[src/rtl/voice_allocator_if.sv]
// rtl/voice_allocator_if.sv - note event handshake and voice register bus bundle
interface voice_allocator_if;
  logic        NoteValid;
  logic        NoteReady;
  logic        NoteOn;
  logic [6:0]  NoteKey;
  logic [23:0] NoteIncr;
  logic [15:0] BusAddress;
  logic [7:0]  BusWriteData;
  logic        BusReadWrite;
  logic        BusClock;

  // event source / bus observer side
  modport master (
    output NoteValid, NoteOn, NoteKey, NoteIncr,
    input  NoteReady, BusAddress, BusWriteData, BusReadWrite, BusClock
  );

  // allocator side
  modport slave (
    input  NoteValid, NoteOn, NoteKey, NoteIncr,
    output NoteReady, BusAddress, BusWriteData, BusReadWrite, BusClock
  );
endinterface

[src/rtl/voice_allocator.sv]
// rtl/voice_allocator.sv - polyphonic note scheduler programming voice registers over a byte bus
module voice_allocator #(
  parameter int          NUM_VOICES   = 4,
  parameter logic [15:0] VOICE_BASE   = 16'h0010,
  parameter logic [15:0] VOICE_STRIDE = 16'h0020,
  parameter int          BUS_HALF     = 2
) (
  input  logic                  Clock,
  input  logic                  Reset,
  voice_allocator_if.slave      bus,
  input  logic [NUM_VOICES-1:0] VoiceActive,
  output logic [NUM_VOICES-1:0] VoiceHeld,
  output logic                  Busy
);

  localparam int VW = (NUM_VOICES > 1) ? $clog2(NUM_VOICES) : 1;
  localparam int CW = (2 * BUS_HALF > 2) ? $clog2(2 * BUS_HALF) : 1;
  localparam logic [CW-1:0] HALF_LAST = CW'(BUS_HALF - 1);
  localparam logic [CW-1:0] WIN_LAST  = CW'(2 * BUS_HALF - 1);

  localparam logic [1:0] S_IDLE  = 2'd0;
  localparam logic [1:0] S_ALLOC = 2'd1;
  localparam logic [1:0] S_WRITE = 2'd2;

  // Write slots: 0 = gate off, 1..3 = incr bytes, 4 = gate on.
  localparam logic [2:0] SLOT_GATE_OFF = 3'd0;
  localparam logic [2:0] SLOT_INCR_LO  = 3'd1;
  localparam logic [2:0] SLOT_GATE_ON  = 3'd4;

  logic [1:0]            state;
  logic                  ev_on;
  logic [6:0]            ev_key;
  logic [23:0]           ev_incr;

  logic [NUM_VOICES-1:0] held;
  logic [6:0]            key_r [NUM_VOICES];
  logic [7:0]            age_r [NUM_VOICES];

  logic [15:0]           wr_base;
  logic [2:0]            seq;
  logic [2:0]            seq_last;
  logic [CW-1:0]         cnt;

  logic                  on_found;
  logic [VW-1:0]         on_sel;
  logic                  on_prefix;
  logic [7:0]            best_age;
  logic                  off_found;
  logic [VW-1:0]         off_sel;
  logic [15:0]           on_base;
  logic [15:0]           off_base;
  logic [2:0]            on_first;
  logic [2:0]            seq_next;

  function automatic logic [7:0] slot_data(input logic [2:0] s, input logic [23:0] inc);
    logic [7:0] d;
    case (s)
      3'd1:    d = inc[7:0];
      3'd2:    d = inc[15:8];
      3'd3:    d = inc[23:16];
      3'd4:    d = 8'h01;
      default: d = 8'h00;
    endcase
    return d;
  endfunction

  function automatic logic [15:0] slot_offset(input logic [2:0] s);
    logic [15:0] o;
    if (s >= 3'd1 && s <= 3'd3) o = {13'd0, s};
    else                         o = 16'd0;
    return o;
  endfunction

  assign bus.NoteReady = (state == S_IDLE);
  assign Busy          = (state != S_IDLE);
  assign VoiceHeld     = held;

  // Note-on voice choice: retrigger, free idle, free releasing, then steal oldest held.
  always_comb begin
    on_found  = 1'b0;
    on_sel    = '0;
    on_prefix = 1'b0;
    best_age  = 8'd0;
    for (int i = 0; i < NUM_VOICES; i++) begin
      if (!on_found && held[i] && key_r[i] == ev_key) begin
        on_found  = 1'b1;
        on_sel    = VW'(i);
        on_prefix = 1'b1;
      end
    end
    for (int i = 0; i < NUM_VOICES; i++) begin
      if (!on_found && !held[i] && !VoiceActive[i]) begin
        on_found = 1'b1;
        on_sel   = VW'(i);
      end
    end
    for (int i = 0; i < NUM_VOICES; i++) begin
      if (!on_found && !held[i]) begin
        on_found = 1'b1;
        on_sel   = VW'(i);
      end
    end
    if (!on_found) begin
      // Everything is held here; strict compare keeps the lowest index on age ties.
      for (int i = 0; i < NUM_VOICES; i++) begin
        if (held[i] && (!on_found || age_r[i] > best_age)) begin
          on_found  = 1'b1;
          on_sel    = VW'(i);
          best_age  = age_r[i];
          on_prefix = 1'b1;
        end
      end
    end
  end

  // Note-off owner lookup: lowest-index held voice playing the released key.
  always_comb begin
    off_found = 1'b0;
    off_sel   = '0;
    for (int i = 0; i < NUM_VOICES; i++) begin
      if (!off_found && held[i] && key_r[i] == ev_key) begin
        off_found = 1'b1;
        off_sel   = VW'(i);
      end
    end
  end

  // Register base addresses wrap modulo 2^16.
  always_comb begin
    on_base  = VOICE_BASE + VOICE_STRIDE * 16'(on_sel);
    off_base = VOICE_BASE + VOICE_STRIDE * 16'(off_sel);
    on_first = on_prefix ? SLOT_GATE_OFF : SLOT_INCR_LO;
    seq_next = seq + 3'd1;
  end

  // Voice ownership table; only changes in the allocation cycle.
  always_ff @(posedge Clock or posedge Reset) begin
    if (Reset) begin
      held <= '0;
      for (int i = 0; i < NUM_VOICES; i++) begin
        key_r[i] <= 7'd0;
        age_r[i] <= 8'd0;
      end
    end else if (state == S_ALLOC) begin
      if (ev_on) begin
        for (int i = 0; i < NUM_VOICES; i++) begin
          if (held[i] && VW'(i) != on_sel && age_r[i] != 8'hFF) begin
            age_r[i] <= age_r[i] + 8'd1;
          end
        end
        held[on_sel]  <= 1'b1;
        key_r[on_sel] <= ev_key;
        age_r[on_sel] <= 8'd0;
      end else if (off_found) begin
        held[off_sel] <= 1'b0;
      end
    end
  end

  // Event capture, sequencing and byte-write strobe generation.
  always_ff @(posedge Clock or posedge Reset) begin
    if (Reset) begin
      state            <= S_IDLE;
      ev_on            <= 1'b0;
      ev_key           <= 7'd0;
      ev_incr          <= 24'd0;
      wr_base          <= 16'd0;
      seq              <= 3'd0;
      seq_last         <= 3'd0;
      cnt              <= '0;
      bus.BusAddress   <= 16'd0;
      bus.BusWriteData <= 8'd0;
      bus.BusReadWrite <= 1'b0;
      bus.BusClock     <= 1'b0;
    end else begin
      case (state)
        S_IDLE: begin
          if (bus.NoteValid) begin
            ev_on   <= bus.NoteOn;
            ev_key  <= bus.NoteKey;
            ev_incr <= bus.NoteIncr;
            state   <= S_ALLOC;
          end
        end
        S_ALLOC: begin
          if (ev_on) begin
            wr_base          <= on_base;
            seq              <= on_first;
            seq_last         <= SLOT_GATE_ON;
            cnt              <= '0;
            bus.BusAddress   <= on_base + slot_offset(on_first);
            bus.BusWriteData <= slot_data(on_first, ev_incr);
            bus.BusReadWrite <= 1'b1;
            bus.BusClock     <= 1'b1;
            state            <= S_WRITE;
          end else if (off_found) begin
            wr_base          <= off_base;
            seq              <= SLOT_GATE_OFF;
            seq_last         <= SLOT_GATE_OFF;
            cnt              <= '0;
            bus.BusAddress   <= off_base;
            bus.BusWriteData <= 8'h00;
            bus.BusReadWrite <= 1'b1;
            bus.BusClock     <= 1'b1;
            state            <= S_WRITE;
          end else begin
            state <= S_IDLE;
          end
        end
        S_WRITE: begin
          if (cnt == WIN_LAST) begin
            if (seq == seq_last) begin
              bus.BusAddress   <= 16'd0;
              bus.BusWriteData <= 8'd0;
              bus.BusReadWrite <= 1'b0;
              bus.BusClock     <= 1'b0;
              state            <= S_IDLE;
            end else begin
              seq              <= seq_next;
              cnt              <= '0;
              bus.BusAddress   <= wr_base + slot_offset(seq_next);
              bus.BusWriteData <= slot_data(seq_next, ev_incr);
              bus.BusClock     <= 1'b1;
            end
          end else begin
            cnt <= cnt + 1'b1;
            if (cnt == HALF_LAST) bus.BusClock <= 1'b0;
          end
        end
        default: state <= S_IDLE;
      endcase
    end
  end

endmodule

[src/flat_wrapper.sv]
// flat-port wrapper written by rule: the top's interface ports become plain ports
module voice_allocator_flat 
#(
  parameter int          NUM_VOICES   = 4,
  parameter logic [15:0] VOICE_BASE   = 16'h0010,
  parameter logic [15:0] VOICE_STRIDE = 16'h0020,
  parameter int          BUS_HALF     = 2
)
  (Clock, Reset, VoiceActive, VoiceHeld, Busy, bus_NoteValid, bus_NoteOn, bus_NoteKey, bus_NoteIncr, bus_NoteReady, bus_BusAddress, bus_BusWriteData, bus_BusReadWrite, bus_BusClock);
  voice_allocator_if bus_i ();
  input  logic Clock;
  input  logic Reset;
  input  logic [NUM_VOICES-1:0] VoiceActive;
  output logic [NUM_VOICES-1:0] VoiceHeld;
  output logic Busy;
  input wire logic [$bits(bus_i.NoteValid)-1:0] bus_NoteValid;
  input wire logic [$bits(bus_i.NoteOn)-1:0] bus_NoteOn;
  input wire logic [$bits(bus_i.NoteKey)-1:0] bus_NoteKey;
  input wire logic [$bits(bus_i.NoteIncr)-1:0] bus_NoteIncr;
  output wire logic [$bits(bus_i.NoteReady)-1:0] bus_NoteReady;
  output wire logic [$bits(bus_i.BusAddress)-1:0] bus_BusAddress;
  output wire logic [$bits(bus_i.BusWriteData)-1:0] bus_BusWriteData;
  output wire logic [$bits(bus_i.BusReadWrite)-1:0] bus_BusReadWrite;
  output wire logic [$bits(bus_i.BusClock)-1:0] bus_BusClock;
  assign bus_i.NoteValid = bus_NoteValid;
  assign bus_i.NoteOn = bus_NoteOn;
  assign bus_i.NoteKey = bus_NoteKey;
  assign bus_i.NoteIncr = bus_NoteIncr;
  assign bus_NoteReady = bus_i.NoteReady;
  assign bus_BusAddress = bus_i.BusAddress;
  assign bus_BusWriteData = bus_i.BusWriteData;
  assign bus_BusReadWrite = bus_i.BusReadWrite;
  assign bus_BusClock = bus_i.BusClock;
  voice_allocator #(.NUM_VOICES(NUM_VOICES), .VOICE_BASE(VOICE_BASE), .VOICE_STRIDE(VOICE_STRIDE), .BUS_HALF(BUS_HALF)) u_core (.Clock(Clock), .Reset(Reset), .bus(bus_i), .VoiceActive(VoiceActive), .VoiceHeld(VoiceHeld), .Busy(Busy));
endmodule
[config.mk]
export PLATFORM = sky130hd
export DESIGN_NAME = voice_allocator_flat
export DESIGN_NICKNAME = d
export VERILOG_FILES = /design/src/rtl/voice_allocator_if.sv /design/src/rtl/voice_allocator.sv /design/src/flat_wrapper.sv
export SDC_FILE = /design/constraint.sdc
export NUM_CORES = 1
export LEC_CHECK = 0
export BUFFER_PORTS_ARGS = -buffer_cell sky130_fd_sc_hd__buf_2
export CAP_MARGIN = 15
export CORE_MARGIN = 10
export CORE_UTILIZATION = 65
export DETAILED_ROUTE_END_ITERATION = 10
export PLACE_DENSITY_LB_ADDON = 0.08
export RECOVER_POWER = 100
export SLEW_MARGIN = 10
export SYNTH_ARGS = -nofsm -noshare
export SYNTH_HDL_FRONTEND = slang
export SYNTH_SLANG_ARGS = --single-unit
[constraint.sdc]
create_clock -name Clock -period 13.3 [get_ports Clock]
set_input_delay 1.33 -clock Clock [delete_from_list [all_inputs] [get_ports Clock]]
set_output_delay 1.33 -clock Clock [all_outputs]
set_load 0.03 [all_outputs]
==> impl_metrics.csv, run 1 <==
group,metric,value,unit
status,run_status,"finished with violations",
sta,layout_min_cycle_time,10.43,ns
place,placement.cell_area,7660,um2
cells_and_area,n_fill_cell,778,
power_and_ir_drop,total_power,2.52,mW
power_and_ir_drop,seq_power_share,28.8,%
global_routing,gr-total-overflow,0,
detailed_routing,drt-wirelength-per-cell,19.9,um
floorplanning,effective_utilization_at_floorplan,67.5,%
sta,tns,0,ns
detailed_routing,drt-met1-wl,8.04,mm
floorplanning,top_level_ports,71,
detailed_routing,ant_nets,0,
global_routing,grt_use_total,23.4,%
place,place_congestion,0.920,
synthesis,synth_simple_gate_area_share,14.7,%
sta,fin_crit_sh,78.4,%
cells_and_area,mostFrequentLayoutCells,"sky130_fd_sc_hd__dfrtp_1, sky130_fd_sc_hd__nand2_1, sky130_fd_sc_hd__mux2_2",
cts,post_cts_resize_count,0,
synthesis,netlist-cell-type-count,66,
floorplanning,core-area,11000,um2
floorplanning,fp.dieArea,16100,um2
sta,final_max_slew_viol_count,159,
synthesis,yosys-top-cells-area,"sky130_fd_sc_hd__dfrtp_1, sky130_fd_sc_hd__mux2_2, sky130_fd_sc_hd__ha_1",
cells_and_area,multi_input_area,3910,um2
setup_path,cp_num_buf_inv,0,
cells_and_area,regArea,3080,um2
cts,cts-htree-levels,4,
power_and_ir_drop,vdd.ir_drop.worst,0.000231,V
synthesis,synth_compound_area_share,15.3,%
place,dp_hpwl,13.2,mm
global_routing,first_pass_grt_wire_length,30.7,mm
synthesis,combinational_family_with_the_most_area_after_synthesis,"compound AO/OA/AOI/OAI gates",
power_and_ir_drop,pwr-share-comb,51.3,%
sta,finalClockSkew,0.00528,ns
synthesis,synthesized_area_fraction_occupied_by_adder_cells,6.75,%
sta,rsz0062_at_grt,"false",
detailed_routing,detail_route.drc_violations,0,
cts,tritoncts.num_buffers,17,
worst_hold_path,type_of_the_worst_min_delay_path,"reg -> reg",
power_and_ir_drop,share_clk_of_total_power,19.8,%
cells_and_area,layout.nets,863,
synthesis,synth-seq-area-share,41.5,%
global_routing,vias_in_the_first_global_route,6135,
flow_run,max_cap_violations,3,
synthesis,post_synth_xor_area_fraction,4.37,%
setup_path,critPathRequiredTime,13.60,ns
cts,cts_tree,"done",
cells_and_area,share_of_layout_cells_above_drive_strength_1,17.9,%
floorplanning,std_cell_rows,38,
cells_and_area,num_antenna_cells,0,
detailed_routing,post_drt_via_cell_ratio,6.34,
setup_path,crit_path_largest_cell_delay,1.13,ns
global_routing,antenna_found_initial,0,
detailed_routing,drt_iter0_drc,473,
power_and_ir_drop,netSwitchingPower,1.16,mW
cells_and_area,postLayoutCellArea,8210,um2
synthesis,avgSynthCellArea,10.0,um2
cells_and_area,final_cells,935,
synthesis,number_of_synthesized_flops_with_an_enable_pin,0,
floorplanning,die-width,127,um
synthesis,synthArstFlopShare,100,%
synthesis,synth_area_leader_cell,"sky130_fd_sc_hd__dfrtp_1",
synthesis,synth.top_cell.area_share,41.5,%
detailed_routing,detailroute.wirelength.met2,9.04,mm
global_routing,grt_start_max_net_pins,71,
cells_and_area,layout.cells.most_common,"sky130_fd_sc_hd__dfrtp_1",
place,numPlacedInstances,904,
place,portBuffers,60,
sta,maxSlewHeadroom,-104,%
sta,worst-slew-pin-transition,3.04,ns
sta,final_hold_violation_count,0,
setup_path,start_kind,"flop",
power_and_ir_drop,p_int,1.36,mW
cts,cts.root.buffer_cell,"sky130_fd_sc_hd__clkbuf_16",
setup_path,worstSetupPathType,"reg -> reg",
cells_and_area,flow.area_growth_from_synthesis,10.7,%
sta,setup_viol,0,
detailed_routing,top_layer,"met4",
setup_path,cp_max_fo,15,
detailed_routing,detail_route.wirelength,18.6,mm
synthesis,post_synth_mux_area_share,11.8,%
setup_path,critPathSlowestCell,"sky130_fd_sc_hd__o21ai_0",
synthesis,yosys_most_used_dff,"sky130_fd_sc_hd__dfrtp_1",
cts,cts.hold.buffers_added,0,
setup_path,critical_path.endpoint_type,"flop",
setup_path,arrival_time_of_the_worst_setup_path,10.74,ns
sta,clock.fmax,95.9,MHz
cts,worst_setup_hold_path_clk_slew,0.06,ns
status,violations_in_the_final_reports,"max-capacitance violations, max-slew violations",
synthesis,synthesis.area,7410,um2
detailed_routing,detailroute.via_count,5931,
floorplanning,floorplan.die.height,127,um
synthesis,synthCells,739,
synthesis,ys_ff_latch,123,
cts,cts.sinks,123,
setup_path,critical_path.top_delay_family,"simple AND/OR/NAND/NOR gates",
setup_path,path_common_cell,"sky130_fd_sc_hd__nand3_1",
power_and_ir_drop,p_leak,3.62,nW
synthesis,synth.yosys.warnings,0,
power_and_ir_drop,power.density_cell_area,307,nW/um2
cts,post_cts_setup_buffers,0,
detailed_routing,drt-pass1-iter-count,7,
cts,clkLatencyLatePin,0.43,ns
power_and_ir_drop,switching_share,46.0,%
cts,ctsLongestPathBuffers,2,
detailed_routing,wl_met3,1.14,mm
## stage by stage
stage                     utilization (%)  hold WS (ns)  setup WS, ns
after floorplan                         -         0.435          5.74
after global placement               69.8         0.449          4.87
after detailed placement             69.8         0.463          4.50
after CTS                            75.5         0.482          4.44
after global routing                 74.7         0.496          1.94
final                                74.7         0.485          2.87
## kinds of logic (layout without fill, tap and decap cells)
kind of cell | Yosys count | in the layout
multiplexers | 77 | 77
AO/OA/AOI/OAI | 162 | 162
buffers and inverters | 80 | 127
AND/OR/NAND/NOR | 219 | 219
flip-flops | 123 | 123
other | 1 | 10
XOR/XNOR | 37 | 37
adder cells (fa/ha/maj) | 40 | 40
## layer usage
layer | up-vias | global-route usage (%)
li1 | 2746 | -
met1 | 2919 | 29.0
met2 | 236 | 38.3
met3 | 30 | 6.37
met4 | 0 | 8.57
met5 | - | 0
## synthesized netlist by cell type (2+ instances only)
cell and number:
sky130_fd_sc_hd__a211oi_1 7, sky130_fd_sc_hd__a21o_1 14, sky130_fd_sc_hd__a21oi_1 23, sky130_fd_sc_hd__a221oi_1 9, sky130_fd_sc_hd__a22oi_1 10, sky130_fd_sc_hd__a311o_1 2, sky130_fd_sc_hd__a31o_2 2, sky130_fd_sc_hd__a31oi_1 11
sky130_fd_sc_hd__a41oi_1 3, sky130_fd_sc_hd__and2_1 15, sky130_fd_sc_hd__and4_1 3, sky130_fd_sc_hd__buf_1 5, sky130_fd_sc_hd__buf_2 2, sky130_fd_sc_hd__buf_4 18, sky130_fd_sc_hd__buf_6 5, sky130_fd_sc_hd__clkbuf_1 17
sky130_fd_sc_hd__dfrtp_1 123, sky130_fd_sc_hd__ha_1 40, sky130_fd_sc_hd__inv_1 33, sky130_fd_sc_hd__mux2_1 4, sky130_fd_sc_hd__mux2_2 64, sky130_fd_sc_hd__mux2_4 4, sky130_fd_sc_hd__mux2i_1 5, sky130_fd_sc_hd__nand2_1 64
sky130_fd_sc_hd__nand2b_1 3, sky130_fd_sc_hd__nand3_1 23, sky130_fd_sc_hd__nand4_1 15, sky130_fd_sc_hd__nor2_1 58, sky130_fd_sc_hd__nor2b_1 2, sky130_fd_sc_hd__nor3_1 12, sky130_fd_sc_hd__nor3_4 3, sky130_fd_sc_hd__nor4_1 8
sky130_fd_sc_hd__o2111ai_1 2, sky130_fd_sc_hd__o21ai_0 39, sky130_fd_sc_hd__o21ai_1 2, sky130_fd_sc_hd__o21bai_1 4, sky130_fd_sc_hd__o22ai_1 3, sky130_fd_sc_hd__o31a_1 2, sky130_fd_sc_hd__o31ai_1 9, sky130_fd_sc_hd__o32ai_1 5
sky130_fd_sc_hd__o41ai_1 3, sky130_fd_sc_hd__or2_2 4, sky130_fd_sc_hd__xnor2_1 24, sky130_fd_sc_hd__xor2_1 13
## power groups by stage
stage / registers (mW) / logic, mW / clock network, mW
after global placement: 0.715 / 1.28 / 0
after floorplan: 0.685 / 1.08 / 0
after global routing: 0.746 / 1.43 / 0.517
final: 0.728 / 1.30 / 0.500
after detailed placement: 0.725 / 1.32 / 0
after CTS: 0.722 / 1.34 / 0.503
## cell type report
| class | instances | share of cell area [%] |
|---|---|---|
| clock buffers | 21 | 5.73 |
| clock inverters | 9 | 1.97 |
| inverters | 33 | 1.52 |
| multi-input cells | 545 | 47.6 |
| flip-flops and latches | 123 | 37.5 |
| well taps | 140 | 2.13 |
| repair buffers | 64 | 3.55 |
## registers in the layout (all words and copies together) (netlist names)
name                     flops
u_core.age_r                32
u_core.key_r                28
u_core.ev_incr              24
u_core.bus.BusWriteData      8
u_core.ev_key                7
u_core.bus.BusAddress        6
u_core.VoiceHeld             4
u_core.seq                   3
u_core.wr_base               3
u_core.cnt                   2
u_core.state                 2
u_core.bus.BusClock          1
u_core.bus.BusReadWrite      1
u_core.ev_on                 1
u_core.seq_last              1
## final timing paths
check | from | endpoint | slack, ns | cells after the start
worst max-delay path | u_core.ev_key[1] | u_core.key_r[8] | 2.87 | 29
min in group asynchronous | Reset | u_core.ev_incr[23] | 1.77 | 2
max in group asynchronous | Reset | u_core.age_r[15] | 7.94 | 3
worst max register to register | u_core.ev_key[1] | u_core.key_r[8] | 2.87 | 29
worst min-delay path | u_core.wr_base[4] | u_core.wr_base[4] | 0.48 | 1
worst min register to register | u_core.wr_base[4] | u_core.wr_base[4] | 0.48 | 1
No activity file was read; power rests on OpenSTA's default activity.
==> run 2, diff against run 1 <==
- ABC_AREA: default -> 1
- CORE_UTILIZATION: 65 -> 60
- clock period: 13.3 -> 9.6 ns (I/O delays scaled with it)
==> run 2 against run 1 <==
  * The run still ends with max-capacitance violations, max-slew violations left
  * Core utilization is 7.0 points lower
  * Die area increased by 9.6%
  * Fmax grew 34%
  * Via count increased by 12%
  * Non-clock buffer count stayed put
  * First-iteration DRC count increased by 1.9%
  * Clock skew up 0.00077 ns
  * Critical path depth is 16 higher
  * Count of clock-buffer cells in the layout shrank 2
  * Synthesized cell count grew 32%
  * Wire length is 0.35% lower
  * Final cell count rose by 31%
==> impl_metrics.csv, run 2 <==
group,metric,value,unit
cts,cts.root.buffer_cell,"sky130_fd_sc_hd__clkbuf_16",
cells_and_area,num_antenna_cells,0,
global_routing,grt_start_max_net_pins,78,
cells_and_area,biggest_regs,"u_core.age_r (32), u_core.key_r (28), u_core.ev_incr (24)",
cts,tritoncts.num_buffers,17,
synthesis,yosys_most_used_dff,"sky130_fd_sc_hd__dfrtp_1",
detailed_routing,drt-met1-wl,8.63,mm
cts,worst_setup_hold_path_clk_slew,0.06,ns
cells_and_area,final_cells,1226,
sta,fin_crit_sh,81.3,%
setup_path,setup.reg_to_reg.worst_slack,1.80,ns
flow_run,max_cap_violations,3,
global_routing,vias_in_the_first_global_route,6293,
cts,ctsLongestPathBuffers,2,
setup_path,start_kind,"flop",
detailed_routing,drt-wirelength-per-cell,15.1,um
synthesis,number_of_synthesized_flops_with_an_enable_pin,0,
detailed_routing,drt_iter0_drc,482,
setup_path,arrival_time_of_the_worst_setup_path,8.09,ns
synthesis,ys_ff_latch,123,
place,portBuffers,60,
cells_and_area,layout.cells.most_common,"sky130_fd_sc_hd__nand2_1",
cells_and_area,most_flops_register,"u_core.age_r",
cells_and_area,share_of_layout_cells_above_drive_strength_1,12.1,%
sta,maxSlewHeadroom,-179,%
cells_and_area,mostFrequentLayoutCells,"sky130_fd_sc_hd__nand2_1, sky130_fd_sc_hd__dfrtp_1, sky130_fd_sc_hd__inv_1",
sta,finalClockSkew,0.00605,ns
synthesis,synthesis.area,7630,um2
worst_hold_path,worst_hold_startpoint,"u_core.wr_base[4]",
cells_and_area,largest_reg_flops,32,
cts,clkLatencyLatePin,0.43,ns
detailed_routing,drt-pass1-iter-count,6,
sta,setup_viol,0,
sta,tns,0,ns
setup_path,critPathSlowestCell,"sky130_fd_sc_hd__dfrtp_1",
global_routing,gr-total-overflow,0,
global_routing,first_pass_grt_wire_length,31.0,mm
sta,final_max_slew_viol_count,167,
cts,cts-htree-levels,4,
floorplanning,core-area,12500,um2
detailed_routing,wl_met3,1.15,mm
synthesis,synth_area_leader_cell,"sky130_fd_sc_hd__dfrtp_1",
floorplanning,die-width,133,um
setup_path,critPathRequiredTime,9.89,ns
cts,post_cts_setup_buffers,0,
detailed_routing,detailroute.wirelength.met2,8.32,mm
floorplanning,std_cell_rows,41,
setup_path,cp_max_fo,17,
detailed_routing,detail_route.drc_violations,0,
sta,final_hold_violation_count,0,
floorplanning,top_level_ports,71,
cells_and_area,layout.nets,1120,
detailed_routing,detail_route.wirelength,18.5,mm
worst_hold_path,type_of_the_worst_min_delay_path,"reg -> reg",
place,place_congestion,0.902,
synthesis,avgSynthCellArea,7.79,um2
sta,layout_min_cycle_time,7.80,ns
sta,clock.fmax,128,MHz
synthesis,yosysMostFrequentCell,"sky130_fd_sc_hd__nand2_1",
synthesis,synth-seq-area-share,40.4,%
synthesis,synthCells,979,
sta,worst-slew-pin-transition,4.18,ns
setup_path,crit_path_largest_cell_delay,0.48,ns
detailed_routing,detailroute.via_count,6638,
cts,post_cts_resize_count,0,
sta,rsz0062_at_grt,"false",
worst_hold_path,min_to,"u_core.wr_base[4]",
detailed_routing,top_layer,"met4",
synthesis,synthTopCellsByCount,"sky130_fd_sc_hd__nand2_1, sky130_fd_sc_hd__dfrtp_1, sky130_fd_sc_hd__inv_1, sky130_fd_sc_hd__nor2_1, sky130_fd_sc_hd__o21ai_0",
place,numPlacedInstances,1194,
setup_path,worstSetupPathType,"reg -> reg",
status,violations_in_the_final_reports,"max-capacitance violations, max-slew violations",
synthesis,synth.yosys.warnings,0,
setup_path,path_common_cell,"sky130_fd_sc_hd__nand2_1",
synthesis,netlist-cell-type-count,49,
cts,cts_tree,"done",
synthesis,yosys-top-cells-area,"sky130_fd_sc_hd__dfrtp_1, sky130_fd_sc_hd__nand2_1, sky130_fd_sc_hd__ha_1",
cells_and_area,flow.area_growth_from_synthesis,11.1,%
synthesis,synthArstFlopShare,100,%
worst_hold_path,worstHoldPathCells,1,
cts,cts.sinks,123,
detailed_routing,ant_nets,0,
status,run_status,"finished with violations",
synthesis,synth.top_cell.area_share,40.4,%
floorplanning,effective_utilization_at_floorplan,60.9,%
floorplanning,floorplan.die.height,133,um
detailed_routing,post_drt_via_cell_ratio,5.41,
floorplanning,fp.dieArea,17600,um2
cts,cts.hold.buffers_added,0,
setup_path,crit-reg2reg-launch,"u_core.ev_key[4]",
setup_path,critical_path.endpoint_type,"flop",
place,dp_hpwl,13.3,mm
global_routing,grt_use_total,21.3,%
setup_path,regToRegEndpoint,"u_core.age_r[21]",
setup_path,reg2regPathDepth,45,
global_routing,antenna_found_initial,0,
-- run 2: changes by cell type in the layout (fill, tap and decap cells not counted), sizes merged, moves of 15 or more --
cell | previous run | this run
inv | 34 | 122
mux2 | 72 | 24
o21ai | 42 | 95
nor2 | 58 | 87
nand3 | 25 | 49
and2 | 15 | 0
nand2 | 64 | 276
-- run 2: worst max-delay path by stage --
stage | startpoint | endpoint | slack, ns | cells past startpoint
after floorplan | u_core.VoiceHeld[2] | u_core.key_r[14] | 3.20 | 47
after global placement | VoiceActive[0] | u_core.age_r[29] | 2.74 | 41
after detailed placement | VoiceActive[0] | u_core.age_r[29] | 2.55 | 39
after CTS | u_core.VoiceHeld[2] | u_core.age_r[29] | 2.62 | 43
after global routing | u_core.ev_key[4] | u_core.key_r[8] | 0.92 | 47
final | u_core.ev_key[4] | u_core.age_r[21] | 1.80 | 45
-- run 2: kinds of logic (layout without fill, tap and decap cells) --
family	Yosys count	in the layout	share of synthesized area, %
simple gates	444	444	25.3
compound gates	169	169	13.1
buf+inv	156	222	8.63
flops	123	123	40.4
fa+ha+maj	40	40	6.56
mux	24	24	3.54
xor+xnor	22	22	2.53
other cells	1	10	0.0492
-- run 2: critical path, delay by kind of cell, from the launching register on --
family | cells | cell delay, ns
simple gates | 24 | 3.24
compound gates | 14 | 2.42
fa+ha+maj | 3 | 0.99
buf+inv | 4 | 0.53
flops | 1 | 0.48
-- run 2: layer usage --
metal  track usage (%)  vias to the layer above
li1                  -                     3311
met1              27.9                     3060
met2              33.2                      223
met3              5.64                       44
met4              7.70                        0
met5                 0                        -
-- run 2: through the flow --
step / hold WS, ns / setup slack, ns / util, % / area, um2
detailed placement: 0.459 / 2.55 / 64.2 / 8030
global route: 0.500 / 0.919 / 67.7 / 8470
floorplan: 0.440 / 3.20 / - / 7660
global placement: 0.445 / 2.74 / 64.2 / 8030
finish: 0.468 / 1.80 / 67.7 / 8470
CTS: 0.472 / 2.62 / 68.7 / 8600
-- run 2: area by class of cell --
class                           instances  area (um2)
Sequential cell                       123        3080
Fill cell                            1120        4050
Tap cell                              172         215
Inverter                              126         475
Timing Repair Buffer                   64         292
Clock buffer                           19         443
Clock inverter                         13         120
Multi-Input combinational cell        709        3850
Power of run 2 is left out: the tool's default activity adds up to more than one toggle a clock period on the data nets, which glitch-free logic cannot reach.
